`src/rtl/planta_engarrafamento_if.sv`:
```
// Actuator/sensor bus between the bottling-line controller and the plant
// emulator.
//   master : controller side, drives MOTOR/EV/VE and reads the sensors
//   slave  : plant side, reads the commands and drives the sensors
// Signals:
//   MOTOR    belt motor command (1 = running)
//   EV       filling valve command (1 = open)
//   VE       corking actuator command (rising edge inserts one cork)
//   PG       bottle present at filling station
//   CH       current bottle full
//   RO       bottle present at corking station
//   CQ       quality result (1 = approved)
//   EB       one-clock pulse when a bottle leaves the belt
//   IR       one-clock pulse per cork added during hopper refill
//   stock    hopper cork count
//   overflow sticky: valve held open on a full bottle
interface planta_engarrafamento_if;
  logic       MOTOR;
  logic       EV;
  logic       VE;
  logic       PG;
  logic       CH;
  logic       RO;
  logic       CQ;
  logic       EB;
  logic       IR;
  logic [7:0] stock;
  logic       overflow;

  modport master (
    output MOTOR, EV, VE,
    input  PG, CH, RO, CQ, EB, IR, stock, overflow
  );

  modport slave (
    input  MOTOR, EV, VE,
    output PG, CH, RO, CQ, EB, IR, stock, overflow
  );
endinterface

```
`src/rtl/planta_engarrafamento.sv`:
```
// Behavioural bottling-line plant emulator. Takes the controller's actuator
// commands and produces the sensor levels a real belt would, so the main
// controller can be exercised closed-loop. One bottle travels the belt at a
// time through the filling and corking stations; a cork hopper with automatic
// refill feeds the corking station.
// Ports:
//   clock  system clock
//   reset  asynchronous, active-high reset
//   bus    planta_engarrafamento_if.slave (commands in, sensors out)
// Optional build macro:
//   REJECT_INJECT_EN  8-bit LFSR that forces occasional quality rejects
module planta_engarrafamento #(
  parameter int TICK_DIV     = 4,
  parameter int BELT_LEN     = 16,
  parameter int FILL_POS     = 4,
  parameter int CORK_POS     = 9,
  parameter int FILL_TICKS   = 6,
  parameter int CORK_CAP     = 20,
  parameter int REFILL_LEVEL = 5,
  parameter int SPAWN_GAP    = 3
) (
  input logic                  clock,
  input logic                  reset,
  planta_engarrafamento_if.slave bus
);

  localparam int PRE_W = (TICK_DIV > 1) ? $clog2(TICK_DIV) : 1;
  localparam int POS_W = (BELT_LEN > 1) ? $clog2(BELT_LEN) : 1;
  localparam int LVL_W = (FILL_TICKS > 1) ? $clog2(FILL_TICKS + 1) : 1;
  localparam int SPW_W = (SPAWN_GAP > 1) ? $clog2(SPAWN_GAP + 1) : 1;

  localparam logic [PRE_W-1:0] PRE_LAST = PRE_W'(TICK_DIV - 1);
  localparam logic [POS_W-1:0] FILL_P   = POS_W'(FILL_POS);
  localparam logic [POS_W-1:0] CORK_P   = POS_W'(CORK_POS);
  localparam logic [POS_W-1:0] EXIT_P   = POS_W'(BELT_LEN - 1);
  localparam logic [LVL_W-1:0] FULL_L   = LVL_W'(FILL_TICKS);
  localparam logic [SPW_W-1:0] SPW_LAST = SPW_W'(SPAWN_GAP);
  localparam logic [7:0]       CAP      = 8'(CORK_CAP);
  localparam logic [7:0]       LOW      = 8'(REFILL_LEVEL);

  typedef enum logic [2:0] {
    TRAVEL_FILL, AT_FILL, TRAVEL_CORK, AT_CORK, TRAVEL_EXIT, SPAWN
  } state_t;

  state_t           state, state_n;
  logic [PRE_W-1:0] presc;
  logic [POS_W-1:0] pos, pos_n, pos_inc;
  logic [LVL_W-1:0] level, level_n;
  logic [SPW_W-1:0] spawn_cnt, spawn_n, spawn_inc;
  logic [7:0]       stock_q, stock_n;
  logic             corked, corked_n;
  logic             pg_q, pg_n, ch_q, ro_q, ro_n, cq_q, cq_n;
  logic             eb_q, ir_q, ovf_q, ovf_n;
  logic             ve_q, ve_rise, tick, move, consume, exit_ev;
  logic             refill_q, refill_on, refill_n, add;
  logic             reject;

  // Hopper update: a refill increment and a consume in the same clock cancel;
  // the count saturates at capacity and never wraps below zero.
  function automatic logic [7:0] stock_next(input logic [7:0] s,
                                            input logic inc, input logic dec);
    logic [7:0] r;
    r = s;
    if (inc && !dec && s < CAP)       r = s + 8'd1;
    else if (dec && !inc && s != 8'd0) r = s - 8'd1;
    return r;
  endfunction

  assign tick      = (presc == PRE_LAST);
  assign move      = tick && bus.MOTOR;
  assign ve_rise   = bus.VE && !ve_q;
  assign pos_inc   = pos + POS_W'(1);
  assign spawn_inc = spawn_cnt + SPW_W'(1);

  assign refill_on = refill_q || (stock_q < LOW);
  assign add       = tick && refill_on && (stock_q < CAP);
  assign stock_n   = stock_next(stock_q, add, consume);
  assign refill_n  = (stock_n == CAP) ? 1'b0 : refill_on;

`ifdef REJECT_INJECT_EN
  logic [7:0] lfsr;
  always_ff @(posedge clock or posedge reset) begin
    if (reset)        lfsr <= 8'hA5;
    else if (exit_ev) lfsr <= {lfsr[6:0], lfsr[7] ^ lfsr[5] ^ lfsr[4] ^ lfsr[3]};
  end
  assign reject = (lfsr[2:0] == 3'b000);
`else
  assign reject = 1'b0;
`endif

  always_ff @(posedge clock or posedge reset) begin
    if (reset) state <= TRAVEL_FILL;
    else       state <= state_n;
  end

  always_comb begin
    state_n  = state;
    pos_n    = pos;
    level_n  = level;
    corked_n = corked;
    spawn_n  = spawn_cnt;
    ovf_n    = ovf_q;
    pg_n     = pg_q;
    ro_n     = ro_q;
    cq_n     = cq_q;
    consume  = 1'b0;
    exit_ev  = 1'b0;
    case (state)
      TRAVEL_FILL: if (move) begin
        pos_n = pos_inc;
        if (pos_inc == FILL_P) begin
          state_n = AT_FILL;
          pg_n    = 1'b1;
        end
      end
      AT_FILL: begin
        // Belt motion wins over the valve; a part-filled bottle keeps its level.
        if (move) begin
          pos_n = pos_inc;
          pg_n  = 1'b0;
          if (pos_inc == CORK_P) begin
            state_n = AT_CORK;
            ro_n    = 1'b1;
          end else begin
            state_n = TRAVEL_CORK;
          end
        end else if (tick && bus.EV) begin
          if (level == FULL_L) ovf_n = 1'b1;
          else                 level_n = level + LVL_W'(1);
        end
      end
      TRAVEL_CORK: if (move) begin
        pos_n = pos_inc;
        if (pos_inc == CORK_P) begin
          state_n = AT_CORK;
          ro_n    = 1'b1;
        end
      end
      AT_CORK: begin
        consume = ve_rise && (stock_q != 8'd0);
        if (consume) corked_n = 1'b1;
        cq_n = ch_q && corked_n && !reject;
        if (move) begin
          ro_n = 1'b0;
          if (pos_inc == EXIT_P) exit_ev = 1'b1;
          else begin
            pos_n   = pos_inc;
            state_n = TRAVEL_EXIT;
          end
        end
      end
      TRAVEL_EXIT: if (move) begin
        if (pos_inc == EXIT_P) exit_ev = 1'b1;
        else                   pos_n = pos_inc;
      end
      SPAWN: if (tick) begin
        if (spawn_inc == SPW_LAST) begin
          spawn_n = '0;
          state_n = TRAVEL_FILL;
        end else begin
          spawn_n = spawn_inc;
        end
      end
      default: state_n = TRAVEL_FILL;
    endcase
    // Bottle leaves the belt: clear its attributes and wait for the next one.
    if (exit_ev) begin
      state_n  = SPAWN;
      pos_n    = '0;
      level_n  = '0;
      corked_n = 1'b0;
      cq_n     = 1'b0;
      ovf_n    = 1'b0;
    end
  end

  always_ff @(posedge clock or posedge reset) begin
    if (reset) begin
      presc     <= '0;
      pos       <= '0;
      level     <= '0;
      corked    <= 1'b0;
      spawn_cnt <= '0;
      stock_q   <= CAP;
      refill_q  <= 1'b0;
      ve_q      <= 1'b0;
      pg_q      <= 1'b0;
      ch_q      <= 1'b0;
      ro_q      <= 1'b0;
      cq_q      <= 1'b0;
      eb_q      <= 1'b0;
      ir_q      <= 1'b0;
      ovf_q     <= 1'b0;
    end else begin
      presc     <= tick ? '0 : presc + PRE_W'(1);
      pos       <= pos_n;
      level     <= level_n;
      corked    <= corked_n;
      spawn_cnt <= spawn_n;
      stock_q   <= stock_n;
      refill_q  <= refill_n;
      ve_q      <= bus.VE;
      pg_q      <= pg_n;
      ch_q      <= (level_n == FULL_L);
      ro_q      <= ro_n;
      cq_q      <= cq_n;
      eb_q      <= exit_ev;
      ir_q      <= add;
      ovf_q     <= ovf_n;
    end
  end

  assign bus.PG       = pg_q;
  assign bus.CH       = ch_q;
  assign bus.RO       = ro_q;
  assign bus.CQ       = cq_q;
  assign bus.EB       = eb_q;
  assign bus.IR       = ir_q;
  assign bus.stock    = stock_q;
  assign bus.overflow = ovf_q;

endmodule

```
`src/flat_wrapper.sv`:
```
// flat-port wrapper written by rule: the top's interface ports become plain ports
module planta_engarrafamento_flat 
#(
  parameter int TICK_DIV     = 4,
  parameter int BELT_LEN     = 16,
  parameter int FILL_POS     = 4,
  parameter int CORK_POS     = 9,
  parameter int FILL_TICKS   = 6,
  parameter int CORK_CAP     = 20,
  parameter int REFILL_LEVEL = 5,
  parameter int SPAWN_GAP    = 3
)
  (clock, reset, bus_MOTOR, bus_EV, bus_VE, bus_PG, bus_CH, bus_RO, bus_CQ, bus_EB, bus_IR, bus_stock, bus_overflow);
  planta_engarrafamento_if bus_i ();
  input logic clock;
  input logic reset;
  input wire logic [$bits(bus_i.MOTOR)-1:0] bus_MOTOR;
  input wire logic [$bits(bus_i.EV)-1:0] bus_EV;
  input wire logic [$bits(bus_i.VE)-1:0] bus_VE;
  output wire logic [$bits(bus_i.PG)-1:0] bus_PG;
  output wire logic [$bits(bus_i.CH)-1:0] bus_CH;
  output wire logic [$bits(bus_i.RO)-1:0] bus_RO;
  output wire logic [$bits(bus_i.CQ)-1:0] bus_CQ;
  output wire logic [$bits(bus_i.EB)-1:0] bus_EB;
  output wire logic [$bits(bus_i.IR)-1:0] bus_IR;
  output wire logic [$bits(bus_i.stock)-1:0] bus_stock;
  output wire logic [$bits(bus_i.overflow)-1:0] bus_overflow;
  assign bus_i.MOTOR = bus_MOTOR;
  assign bus_i.EV = bus_EV;
  assign bus_i.VE = bus_VE;
  assign bus_PG = bus_i.PG;
  assign bus_CH = bus_i.CH;
  assign bus_RO = bus_i.RO;
  assign bus_CQ = bus_i.CQ;
  assign bus_EB = bus_i.EB;
  assign bus_IR = bus_i.IR;
  assign bus_stock = bus_i.stock;
  assign bus_overflow = bus_i.overflow;
  planta_engarrafamento #(.TICK_DIV(TICK_DIV), .BELT_LEN(BELT_LEN), .FILL_POS(FILL_POS), .CORK_POS(CORK_POS), .FILL_TICKS(FILL_TICKS), .CORK_CAP(CORK_CAP), .REFILL_LEVEL(REFILL_LEVEL), .SPAWN_GAP(SPAWN_GAP)) u_core (.clock(clock), .reset(reset), .bus(bus_i));
endmodule
```
`config.mk`:
```
export PLATFORM = sky130hd
export DESIGN_NAME = planta_engarrafamento_flat
export DESIGN_NICKNAME = d
export VERILOG_FILES = /design/src/rtl/planta_engarrafamento_if.sv /design/src/rtl/planta_engarrafamento.sv /design/src/flat_wrapper.sv
export SDC_FILE = /design/constraint.sdc
export NUM_CORES = 1
export LEC_CHECK = 0
export CORE_ASPECT_RATIO = 1.2
export CORE_MARGIN = 2
export CORE_UTILIZATION = 48
export DETAILED_ROUTE_END_ITERATION = 16
export DONT_BUFFER_PORTS = 1
export MAX_ROUTING_LAYER = met4
export PLACE_DENSITY = 0.66
export SLEW_MARGIN = 20
export SYNTH_ARGS = -nofsm -noshare
export SYNTH_HDL_FRONTEND = slang
export SYNTH_SLANG_ARGS = --single-unit
```
`constraint.sdc`:
```
create_clock -name clock -period 6.05 [get_ports clock]
set_input_delay 1.21 -clock clock [delete_from_list [all_inputs] [get_ports clock]]
set_output_delay 1.21 -clock clock [all_outputs]
set_load 0.005 [all_outputs]
```
======== After elaboration in Yosys (flattened, before gate mapping) ========
Index checks and enable logic that the tools add are counted.
W data, S select, Z words.
storage, ports and cells
  logic and storage cells ................. 139
  memory bits (writable) .................. 0
  bits in registers ....................... 32
  bits in read-only memories .............. 0
  bits in latches ......................... 0
  input port bits ......................... 5
  memories ................................ 0
operators by class
  shift-type cells ........................ 0
  add/sub/neg operators ................... 6
  bitwise logic cells ..................... 0
  order comparisons ....................... 2
  reductions and logical operators ........ 33
  $mul .................................... 0
  multiplexer cells ....................... 49
  divide/modulo/power cells ............... 0
  equal/unequal tests ..................... 33
operators with widths
  kind                   number
  $mux W3                15
  $ne A3 B1 Y1 const B   10
  $mux W1                22
  $pmux W3 S6            1
  $mux W4                4
  $mux W8                2
  $reduce_and A4 Y1      4
  $ne A2 B1 Y1 const B   7
  $eq A3 B3 Y1 const B   4
  $reduce_bool A2 Y1     6
  $logic_and A1 B1 Y1    11
  $reduce_and A10 Y1     1
  $add A8 B1 Y8 const B  1
  $eq A4 B4 Y1 const B   2
  $eq A8 B5 Y1 const B   1
  $lt A8 B3 Y1 const B   1
  $lt A8 B5 Y1 const B   1
  $pmux W4 S2            1
  $reduce_bool A8 Y1     1
  $sub A8 B1 Y8 const B  1
  $eq A3 B2 Y1 const B   2
  $ne A3 B2 Y1 const B   2
  $add A2 B1 Y2 const B  2
  $add A4 B1 Y4 const B  1
  14 further kinds       20

======== Depth between registers and ports, before layout ========
Gate-level depths: netlist of run 1.
  word-level depth ........................ 11
  mapped depth ............................ 9
  mapped depth without buffers ............ 9

======== Least setup slack after synthesis of run 1 ========
OpenSTA, ideal clock, no wires.
  path kind ............................... input port to flip-flop
  start point ............................. input bus_VE
  end point ............................... register u_core.refill_q
  path buffers ............................ 0
  stages on the path ...................... 7
  setup time .............................. 0.124 ns
  setup slack ............................. 2.918 ns
  arrival ................................. 3.008 ns
  cell sequence ........................... nand2b_1 a311o_2 a21oi_2 nor4b_1 xor2_1 or4_1 o31a_1
on the way
  word-level cells in the longest chain between the ends .. 9
  elaborated cells on any way between the ends .. 12
  classes of those cells .................. 1 x eq/ne; 4 x mux; 7 x reduce/logical
RTL lines
  item                                                     line                                                      source
  start, declared                                          flat_wrapper.sv:19                                        input wire logic [$bits(bus_i.VE)-1:0] bus_VE;
  $logic_and A1 B1 Y1 (*)                                  planta_engarrafamento.sv:71                               assign ve_rise = bus.VE && !ve_q;
  $logic_and A1 B1 Y1 (*)                                  planta_engarrafamento.sv:140                              consume = ve_rise && (stock_q != 8'd0);
  $mux W1 (*)                                              planta_engarrafamento.sv:108                              case (state)
  $logic_and A1 B1 Y1 or $logic_not A1 Y1 (tied branches)  planta_engarrafamento.sv:65, planta_engarrafamento.sv:64
  $logic_and A1 B1 Y1, on equally long branches            planta_engarrafamento.sv:65, planta_engarrafamento.sv:64
  $mux W8 or $logic_and A1 B1 Y1 (tied branches)           planta_engarrafamento.sv:65, planta_engarrafamento.sv:64
  $mux W8 (*)                                              planta_engarrafamento.sv:64                               if (inc && !dec && s < CAP) r = s + 8'd1;
  named net u_core.stock_n[6]                              planta_engarrafamento.sv:50                               logic [7:0] stock_q, stock_n;
  $eq A8 B5 Y1 (*)                                         planta_engarrafamento.sv:78                               assign refill_n = (stock_n == CAP) ? 1'b0 : refill_on;
  $mux W1 (*)                                              planta_engarrafamento.sv:78
  named net u_core.refill_n                                planta_engarrafamento.sv:55                               logic refill_q, refill_on, refill_n, add;
  end signal, assigned                                     planta_engarrafamento.sv:201                              refill_q <= refill_n;
  end, declared                                            planta_engarrafamento.sv:55
Mark *: on every way through the listed nets, which the timed path passes. The rest lies on a longest branch.
A chain may end at the register's enable or synchronous reset.

======== Worst setup path in the final report of run 1 ========
Same ends and word-level chain as after synthesis.

==> metrics.md, run 1 <==
| Metric | Value |
|---|---|
| Post-synthesis instance total | `174` |
| PortBufs | `0` |
| CORE AREA | `0.003396 mm²` |
| Initial antenna violation count | `0` |
| VDD IR-drop max | `0.2116 mV` |
| Synth Area in Compound Gates | `15.00%` |
| Die X | `between 50 and 60 µm` |
| Post-synth EDFFs | `0` |
| H-tree Lvls | `2` |
| Layer with the highest usage | `met2` |
| Vias | `1,306` |
| Worst min-delay path category | `reg2reg` |
| Die area | `just over 0.004 mm²` |
| Number of global-route vias before repair | `1,357` |
| Post-CTS Setup Bufs | `0` |
| I/O pins | `20` |
| Synth Area in XOR/XNOR | `6.087%` |
| Post-route insts no fill | `217` |
| Largest family of logic cells by synthesized area | `simple AND/OR/NAND/NOR gates` |
| Clock Pin Slew Worst Setup and Hold Paths | `60 ps` |
| Pwr dens | `between 400 and 500 mW/mm²` |
| CP Launch Type | `primary input` |
| Arrival time worst endpoint | `3150 ps` |
| Synthesized area | `0.001727 mm²` |
| Synth async-reset ratio | `100.0%` |
| Combinational share of power | `32.0%` |
| Net Sw Frac | `39.80%` |
| Slowest CP cell | `or4_1` |
| Global routing met3 resource utilization | `5.224%` |
| Total Wirelength | `3456 µm` |
| Ys flop type | `dfrtp_1` |
| Final setup vio count | `0` |
| Register bit total from synthesis | `32` |
| Met1 GRT Util | `22.88%` |
| Global-route wire length before repair | `6230 µm` |
| Clock share of power | `between 20% and 30%` |
| Netlist cell types | `51` |
| Simple-gate share of the synthesized area | `20.51%` |
| Max Fclk | `roughly 0.33 GHz` |
| Crit-path cells | `nand2b_1 -> a311o_2 -> a21oi_2 -> nor4b_1 -> xor2_1 -> or4_1 -> o31a_1` |
| Worst path max stage delay | `540 ps` |
| Worst Tran Pin Value | `roughly 560 ps` |
| Total gr overflow | `0` |
| Number of buffers created by CTS | `5` |
| Multiplexer area fraction after synthesis | `approximately 1.8%` |
| RSZ-0062 raised after global routing | `false` |
| FF-to-FF path depth | `7` |
| Fin crit period | `2987 ps` |
| Routed Antenna Nets | `0` |
| Total global-route track usage | `between 20 and 25%` |
| CP required | `roughly 6200 ps` |
| Setup CP Type | `in2reg` |
| Post-synthesis sequential area ratio | `46.52%` |
| Drc violations | `0` |
| Detail Placement HPWL | `2633 µm` |
| Wire per inst | `15.93 µm` |
| Clk buf depth | `2` |
| Seq pwr share | `between 40 and 50%` |
| Status | `completed` |
| Worst Skew | `8.337 ps` |
| Pin count of the biggest net entering global routing | `23` |
| Hold Path Depth | `1` |
| DR pass1 iterations | `4` |
| Placed Cells incl. Taps | `209` |
| Share of cells above drive strength 1 | `between 10% and 20%` |
| Std cell rows | `23` |
| Hold WS | `between 400 and 500 ps` |
| Most common cell after layout, fill and taps aside | `dfrtp_1` |
| Initial Utilization | `between 50% and 60%` |
| Layout area overhead | `8.116%` |
| GPL Wtd Cong | `0.8695` |
| M2 GR Usage | `34.32%` |
| CP max FO | `5` |
| Final Slew Violations | `0` |
| Iter 0 DRT Violations | `51` |
| Post-Synth Adder-Cell Area | `under 10%` |
| Diode count | `0` |
| Commonest non-fill, non-tap cells in the layout | `dfrtp_1, nor2_1, nand2_1, inv_1, ha_1` |
| Clock insertion delay at the later pin of the skew report | `280 ps` |
| Mean cell area of the mapped netlist | `approximately 9.9 µm²` |
| Sum Neg Setup Slack | `0 ps` |
| Leakage | `0.8102 nW` |
| Post-CTS Resized | `0` |
| Syn_nets | `188` |
| Hold-fix buffers at CTS | `0` |
| Internal power | `slightly below 0.5 mW` |
| Yosys warning count | `0` |
| Die Height | `69.70 µm` |
| Vias per cell | `6.018` |
| Switch Pwr | `0.3243 mW` |
| Final period utilization | `49.38%` |
| Max-cap violations | `0` |
| Final hold vios | `0` |
| Clock tree from TritonCTS | `done` |
| Setup crit end kind | `flip-flop` |
| CTS Sinks | `32` |
| Layout Nets | `193` |
| Root Buffer | `clkbuf_8` |
| Worst slew margin | `62.56%` |
-- cells by family (layout without fill, tap and decap cells) --
family / after synthesis / count (layout)
AND/OR/NAND/NOR: 66 / 66
AO/OA/AOI/OAI: 36 / 36
flip-flops: 32 / 32
buffers and inverters: 16 / 22
XOR/XNOR: 12 / 12
adder cells (fa/ha/maj): 9 / 9
multiplexers: 3 / 3
-- cell type report --
type	instances	area, µm²
well taps	37	46.29
clock buffers	8	90.09
repair buffers	2	15.01
multi-input cells	126	867.1
inverters	12	45.04
fillers	305	1529
flip-flops and latches	32	803.3
-- final timing paths --
path | end | start | slack [ps]
min reg2reg | u_core.presc[0]$_DFF_PP0_ | u_core.presc[0]$_DFF_PP0_ | 420
min | u_core.presc[0]$_DFF_PP0_ | u_core.presc[0]$_DFF_PP0_ | 420
max in group asynchronous | u_core.level[0]$_DFF_PP0_ | reset | 4620
min in group asynchronous | u_core.bus.IR$_DFF_PP0_ | reset | 800
max reg2reg | u_core.refill_q$_DFF_PP0_ | u_core.state[2]$_DFFE_PP0P_ | 3190
max | u_core.refill_q$_DFF_PP0_ | bus_VE | 3060
-- Yosys cell counts, types with 2 or more instances --
library cell  count  area [µm²]
a21oi_1           7       35.03
a21o_1            2       15.01
clkbuf_1          3       11.26
nor3_1            5       25.02
nor2_1           17       63.81
nand2_1          16       60.06
nand3_1           6       30.03
xor2_1            4       35.03
a22oi_1           2       15.01
o22ai_1           2       12.51
nor4b_1           2       17.52
dfrtp_1          30       750.7
mux2i_1           2       20.02
nor2b_1           3       18.77
ha_1              9       112.6
o21ai_1           4       20.02
o31ai_1           3       22.52
a31oi_1           3       18.77
inv_1            11       41.29
nand2b_1          4       25.02
xnor2_1           8       70.07
dfstp_2           2       52.55
-- registers in the layout, summed over array words and instances (netlist names), 2 cells and up --
register	flops
u_core.bus.stock	8
u_core.level	3
u_core.pos	4
u_core.presc	2
u_core.spawn_cnt	2
u_core.state	3
-- per-stage QoR --
step | setup WS [ps] | util (%) | power (mW) | area, µm²
2_1_floorplan | 2918 | - | 0.5754 | 1727
3_5_place_dp | 2765 | 52.32 | 0.6529 | 1777
6_report | 3063 | 54.97 | 0.8148 | 1867
3_3_place_gp | 2838 | 52.32 | 0.6298 | 1777
4_1_cts | 3062 | 54.97 | 0.8215 | 1867
5_1_grt | 2875 | 54.97 | 0.8854 | 1867
-- per-layer routing --
layer	vias up	share of wire (%)	wire length [µm]
li1	628	-	-
met1	646	40	1371
met2	26	55	1899
met3	6	3.9	134
met4	0	1.4	50
met5	-	0	0
-- power by group through the flow --
stage	registers [mW]	clock network, mW	logic (mW)
floorplan	0.352	0	0.224
global placement	0.386	0	0.244
detailed placement	0.392	0	0.261
CTS	0.387	0.172	0.263
global route	0.401	0.183	0.302
finish	0.386	0.169	0.260
-- critical path: cells and delay by family --
family          cells  cell delay, ps
simple gates        3             920
compound gates      3             900
xor+xnor            1             130
No activity file was read; power rests on OpenSTA's default activity.
==> inputs of run 2 (changes only) <==
Settings changed: PLACE_DENSITY 0.66 to 0.68.
Clock period 6.05 ns to 2.5 ns, I/O delays scaled along.
==> run 2 against run 1 <==
The flow now finishes with violations (DRC). Cell count increased by 8.8%. Highest routed layer unchanged. Critical endpoint unchanged. Flip-flop and latch count is the same. Power grew to 2.7 times the previous value. Count of clock-buffer cells in the layout shrank 2. Critical path depth grew 2. Final area increased by 10%.
==> metrics.md, run 2 (synthesis results as in run 1) <==
| Metric | Value |
|---|---|
| R2R Path End | `u_core.refill_q$_DFF_PP0_` |
| Die X | `58.75 µm (unchanged)` |
| Number of global-route vias before repair | `1,352 (-0.37%)` |
| Most common cell after layout, fill and taps aside | `dfrtp_1` |
| Worst Tran Pin Value | `545.9 ps (-14.49 ps)` |
| DR pass1 iterations | `10 (+6)` |
| CP max FO | `4 (-1)` |
| M1 wire length | `1462 µm (+6.6%)` |
| Placed Cells incl. Taps | `225 (+7.7%)` |
| Worst min-delay path category | `in2async` |
| Std cell rows | `23 (unchanged)` |
| Clock Pin Slew Worst Setup and Hold Paths | `60 ps (about the same)` |
| Share of cells above drive strength 1 | `23.62% (+13 points)` |
| Worst slew margin | `63.53% (+0.97 points)` |
| Vias | `1,372 (+5.1%)` |
| Status | `complete, but fails checks` |
| Number of buffers created by CTS | `5 (unchanged)` |
| FF-to-FF path depth | `9 (+2)` |
| Commonest non-fill, non-tap cells in the layout | `dfrtp_1, buf_4, nor2_1, nand2_1, inv_1` |
| CTS Sinks | `32 (unchanged)` |
| Iter 0 DRT Violations | `64 (+25%)` |
| Post-layout util | `60.54% (+5.6 points)` |
| Final setup vio count | `0 (unchanged)` |
| Initial antenna violation count | `0 (unchanged)` |
| Max Fclk | `0.4086 GHz` |
| DR top layer | `met4` |
| Die Height | `69.70 µm (unchanged)` |
| CP required | `2660 ps (-3550 ps)` |
| Final Slew Violations | `0 (unchanged)` |
| Die area | `0.004095 mm² (unchanged)` |
| Footprint of the multi-input gates | `918.4 µm² (+5.9%)` |
| Final Cell Area | `0.002056 mm² (+10%)` |
| I/O pins | `20 (unchanged)` |
| Pwr dens | `1057 mW/mm² (+140%)` |
| Metal2 WL | `1931 µm (+1.7%)` |
| Arrival time worst endpoint | `2610 ps (-540 ps)` |
| Total global-route track usage | `20.08% (-0.30 points)` |
| Layout Nets | `213 (+10%)` |
| GPL Wtd Cong | `0.9985 (+15%)` |
| Reg-to-reg slack, setup | `50 ps (-3140 ps)` |
| Final period utilization | `97.89%` |
| Setup CP Type | `reg2reg` |
| Global-route wire length before repair | `6058 µm (-2.8%)` |
| Hold WS | `193.4 ps (-229.7 ps)` |
| Clock tree from TritonCTS | `done` |
| Pin count of the biggest net entering global routing | `33 (+43%)` |
| Layout area overhead | `19.06%` |
| Diode count | `0 (unchanged)` |
| Drc violations | `2 (+2)` |
| Total Wirelength | `3696 µm (+6.9%)` |
| H-tree Lvls | `2 (unchanged)` |
| Initial Utilization | `50.85% (unchanged)` |
| Worst Skew | `10.67 ps (+2.334 ps)` |
| Max reg flops | `8 (unchanged)` |
| Met3 WL post-DR | `187 µm (+40%)` |
| CORE AREA | `0.003396 mm² (unchanged)` |
| Clock insertion delay at the later pin of the skew report | `280 ps (about the same)` |
| Leakage | `0.9082 nW (+12%)` |
| Post-route insts no fill | `236 (+8.8%)` |
| Fillers | `295 (-3.3%)` |
| Wire per inst | `15.66 µm (-1.7%)` |
| Total gr overflow | `0 (unchanged)` |
| Register area | `803.3 µm² (unchanged)` |
| PortBufs | `0 (unchanged)` |
| Clk buf depth | `2 (unchanged)` |
| Vias per cell | `5.814 (-3.4%)` |
| Root Buffer | `clkbuf_8` |
| Total placed instance area | `0.001927 mm² (+8.5%)` |
| Fin crit period | `about 2400 ps` |
| Detail Placement HPWL | `2737 µm (+3.9%)` |
| CP Launch Type | `flip-flop` |
| Hold-fix buffers at CTS | `0 (unchanged)` |
| Max-cap violations | `0 (unchanged)` |
| Worst reg2reg startpoint | `u_core.bus.stock[1]$_DFF_PP0_` |
| Routed Antenna Nets | `0 (unchanged)` |
| Final hold vios | `0 (unchanged)` |
| Failing checks | `DRC` |
| VDD IR-drop max | `0.5897 mV (+180%)` |
| Setup crit end kind | `flip-flop` |
-- run 2: per-layer routing --
| layer | GRT usage, % | vias to the layer above |
|---|---|---|
| met1 | 22.45 | 658 |
| li1 | - | 664 |
| met3 | 6.157 | 8 |
| met4 | 10.35 | 0 |
| met5 | - | - |
| met2 | 31.60 | 42 |
-- run 2: stage by stage --
step | total power [mW] | setup TNS (ps) | setup WS (ps)
2_1_floorplan | 1.437 | 0 | 2.653
3_3_place_gp | 1.714 | 0 | 59.51
3_5_place_dp | 1.761 | -5.035 | -5.035
4_1_cts | 2.135 | 0 | 8.572
5_1_grt | 2.328 | -7.170 | -7.170
6_report | 2.173 | 0 | 52.67
-- run 2: critical path, cell delays in order, from the launching register on --
cell,delay (ps)
dfrtp_1,390
inv_2,80
ha_2,180
or3b_4,390
o311ai_4,100
a21oi_4,110
nor4b_4,150
xor2_1,160
or4_1,520
o31a_1,250
-- run 2: how the worst max path moves through the flow --
stage | start | endpoint | slack [ps] | cells past startpoint
after global placement | u_core.bus.stock[4]$_DFF_PP1_ | u_core.refill_q$_DFF_PP0_ | 60 | 7
after detailed placement | u_core.bus.stock[4]$_DFF_PP1_ | u_core.refill_q$_DFF_PP0_ | -5 | 7
after global routing | u_core.bus.stock[0]$_DFF_PP0_ | u_core.refill_q$_DFF_PP0_ | -7 | 8
after floorplan | u_core.bus.stock[1]$_DFF_PP0_ | u_core.refill_q$_DFF_PP0_ | 3 | 9
final | u_core.bus.stock[1]$_DFF_PP0_ | u_core.refill_q$_DFF_PP0_ | 50 | 9
after CTS | u_core.bus.stock[1]$_DFF_PP0_ | u_core.refill_q$_DFF_PP0_ | 9 | 9
-- run 2: area by class of cell --
type / instances / share of cell area [%]
repair buffers: 22 / 8.034
well taps: 37 / 2.252
clock buffers: 6 / 3.530
flip-flops and latches: 32 / 39.07
inverters: 12 / 2.191
multi-input cells: 126 / 44.67
clock inverters: 1 / 0.2435
-- run 2: power by group --
group	total (mW)	switching (mW)	internal (mW)
clock network	0.362	0.173	0.189
logic	0.968	0.522	0.445
registers	0.843	0.158	0.685
-- run 2: timing repair --
item / 4_1_cts / 5_1_grt
resized for setup: 2 / 4
endpoints found under the setup margin: 1 / 1
pin swaps: 1 / 4
buffers inserted: 1 / 3
==> inputs of run 3 (changes only) <==
Settings changed: CORE_MARGIN 2 to 4.
==> run 3 against run 2 <==
The run now ends clean. Cell count increased by 2.1%. Global-route usage decreased by 1.8 points. Non-clock buffer count increased by 4. First-iteration DRC count increased by 41%. Critical path depth unchanged. Via count increased by 3.1%. Count of clock-buffer cells in the layout increased by 2. Clock power increased by 13%. Fmax about the same. Sequential power decreased by 1%. Routed wire length increased by 6.9%.
==> metrics.md, run 3 (synthesis results as in run 1) <==
| Metric | Value |
|---|---|
| Worst slew margin | `63.34% (-0.19 points)` |
| Status | `completed` |
| VDD IR-drop max | `0.5295 mV (-10%)` |
| Setup CP Type | `reg2reg` |
| Die X | `62.75 µm (+6.8%)` |
| Detail Placement HPWL | `2850 µm (+4.1%)` |
| DR pass1 iterations | `4 (-6)` |
| Total global-route track usage | `18.24% (-1.8 points)` |
| Diode count | `0 (unchanged)` |
| Total gr overflow | `0 (unchanged)` |
| CP required | `2670 ps (about the same)` |
| CP max FO | `5 (+1)` |
| Worst setup margin | `50.86 ps (-1.813 ps)` |
| Pre-CTS setup slack | `-6.451 ps (-1.416 ps)` |
| Placed Cells incl. Taps | `226 (+0.44%)` |
| CORE AREA | `0.003396 mm² (unchanged)` |
| Share of cells above drive strength 1 | `25.98% (+2.4 points)` |
| Initial Utilization | `50.85% (unchanged)` |
| Final period utilization | `97.97% (about the same)` |
| Max-cap violations | `0 (unchanged)` |
| Clock tree from TritonCTS | `done` |
| Root Buffer | `clkbuf_8` |
| Routed Antenna Nets | `0 (unchanged)` |
| Iter 0 DRT Violations | `90 (+41%)` |
| Pwr dens | `1084 mW/mm² (+2.6%)` |
| Setup crit end kind | `flip-flop` |
| Clk buf depth | `2 (unchanged)` |
| Max reg flops | `8 (unchanged)` |
| Initial antenna violation count | `0 (unchanged)` |
| Post-route insts no fill | `241 (+2.1%)` |
| CP Launch Type | `flip-flop` |
| Die area | `0.004625 mm² (+13%)` |
| Final Slew Violations | `0 (unchanged)` |
| PortBufs | `0 (unchanged)` |
| Commonest non-fill, non-tap cells in the layout | `dfrtp_1, buf_4, nand2_1, nor2_1, inv_1` |
| Sum Neg Setup Slack | `0 ps (unchanged)` |
| Hold WS | `183.2 ps (-10.24 ps)` |
| Vias per cell | `5.867 (+0.92%)` |
| Worst min-delay path category | `in2async` |
| Final setup vio count | `0 (unchanged)` |
| Pin count of the biggest net entering global routing | `33 (unchanged)` |
| Std cell rows | `23 (unchanged)` |
| Worst Tran Pin Value | `548.8 ps (+2.898 ps)` |
| Global-route wire length before repair | `6361 µm (+5.0%)` |
| H-tree Lvls | `2 (unchanged)` |
| Clock Pin Slew Worst Setup and Hold Paths | `70 ps (about the same)` |
| Fin crit period | `2449 ps (+1.813 ps)` |
| Arrival time worst endpoint | `2620 ps (about the same)` |
| I/O pins | `20 (unchanged)` |
| Layout Nets | `217 (+1.9%)` |
| Number of buffers created by CTS | `5 (unchanged)` |
| Layout area overhead | `22.68%` |
| Clock insertion delay at the later pin of the skew report | `290 ps (about the same)` |
| Hold-fix buffers at CTS | `0 (unchanged)` |
| GPL Wtd Cong | `0.9622 (-3.6%)` |
| Vias | `1,414 (+3.1%)` |
| Number of global-route vias before repair | `1,409 (+4.2%)` |
| Final hold vios | `0 (unchanged)` |
| Total Wirelength | `3950 µm (+6.9%)` |
| Die Height | `73.70 µm (+5.7%)` |
| Most common cell after layout, fill and taps aside | `dfrtp_1` |
| Leakage | `0.9358 nW (+3.0%)` |
| Post-layout util | `62.38% (+1.8 points)` |
| Max Fclk | `0.4083 GHz (about the same)` |
| Wire per inst | `16.39 µm (+4.7%)` |
| CTS Sinks | `32 (unchanged)` |
| Drc violations | `0 (-2)` |
| Worst Skew | `7.165 ps (-3.506 ps)` |
run 3: power by group:
part | switching (mW) | total [mW] | leakage, nW | internal, mW
logic | 0.569 | 1.05 | 0.487 | 0.484
registers | 0.149 | 0.834 | 0.404 | 0.685
clock network | 0.186 | 0.410 | 0.0455 | 0.224
total | 0.904 | 2.30 | 0.936 | 1.39
run 3: per-layer routing:
| metal | up-vias | global-route usage [%] | part of all wire (%) |
|---|---|---|---|
| met5 | - | - | 0 |
| met4 | 0 | 7.843 | 2.2 |
| met3 | 9 | 5.046 | 5.1 |
| met2 | 42 | 31.99 | 52 |
| met1 | 689 | 19.46 | 41 |
| li1 | 674 | - | - |
run 3: final cells by class:
| cell class | instances | area (µm²) |
|---|---|---|
| inverter | 12 | 45.04 |
| clock buffer | 8 | 90.09 |
| timing repair buffer | 26 | 195.2 |
| multi-input combinational | 126 | 938.4 |
| sequential | 32 | 803.3 |
| fill | 274 | 1277 |
| tap | 37 | 46.29 |
run 3: metrics by stage:
stage | power [mW] | cell area [µm²]
2_1_floorplan | 1.437 | 1757
3_3_place_gp | 1.724 | 1934
3_5_place_dp | 1.780 | 1934
4_1_cts | 2.201 | 2032
5_1_grt | 2.449 | 2118
6_report | 2.297 | 2118
run 3: worst paths after layout:
| check | from | end | slack (ps) | cells past startpoint |
|---|---|---|---|---|
| max in group asynchronous | reset | u_core.bus.stock[2]$_DFF_PP1_ | 1990 | 2 |
| setup reg to reg | u_core.bus.stock[0]$_DFF_PP0_ | u_core.refill_q$_DFF_PP0_ | 50 | 9 |
| min in group clock | bus_VE | u_core.ve_q$_DFF_PP0_ | 240 | 0 |
| hold / removal | reset | u_core.spawn_cnt[1]$_DFFE_PP0P_ | 180 | 2 |
| hold reg to reg | u_core.presc[0]$_DFF_PP0_ | u_core.presc[0]$_DFF_PP0_ | 440 | 1 |
| setup / recovery | u_core.bus.stock[0]$_DFF_PP0_ | u_core.refill_q$_DFF_PP0_ | 50 | 9 |
run 3: critical path, stage by stage, from the launching register on:
cell     delay [ps]
dfrtp_1         370
inv_2            60
ha_2            190
a311o_2         420
buf_4           150
and3_4          200
nor2_2           90
o32ai_2         100
or4_1           470
o31a_1          280
run 3: timing repair:
action,CTS,global route
setup buffers,1,6
setup endpoints to repair,1,1
cloned,0,0
resized for setup,2,7
pin swaps,1,5
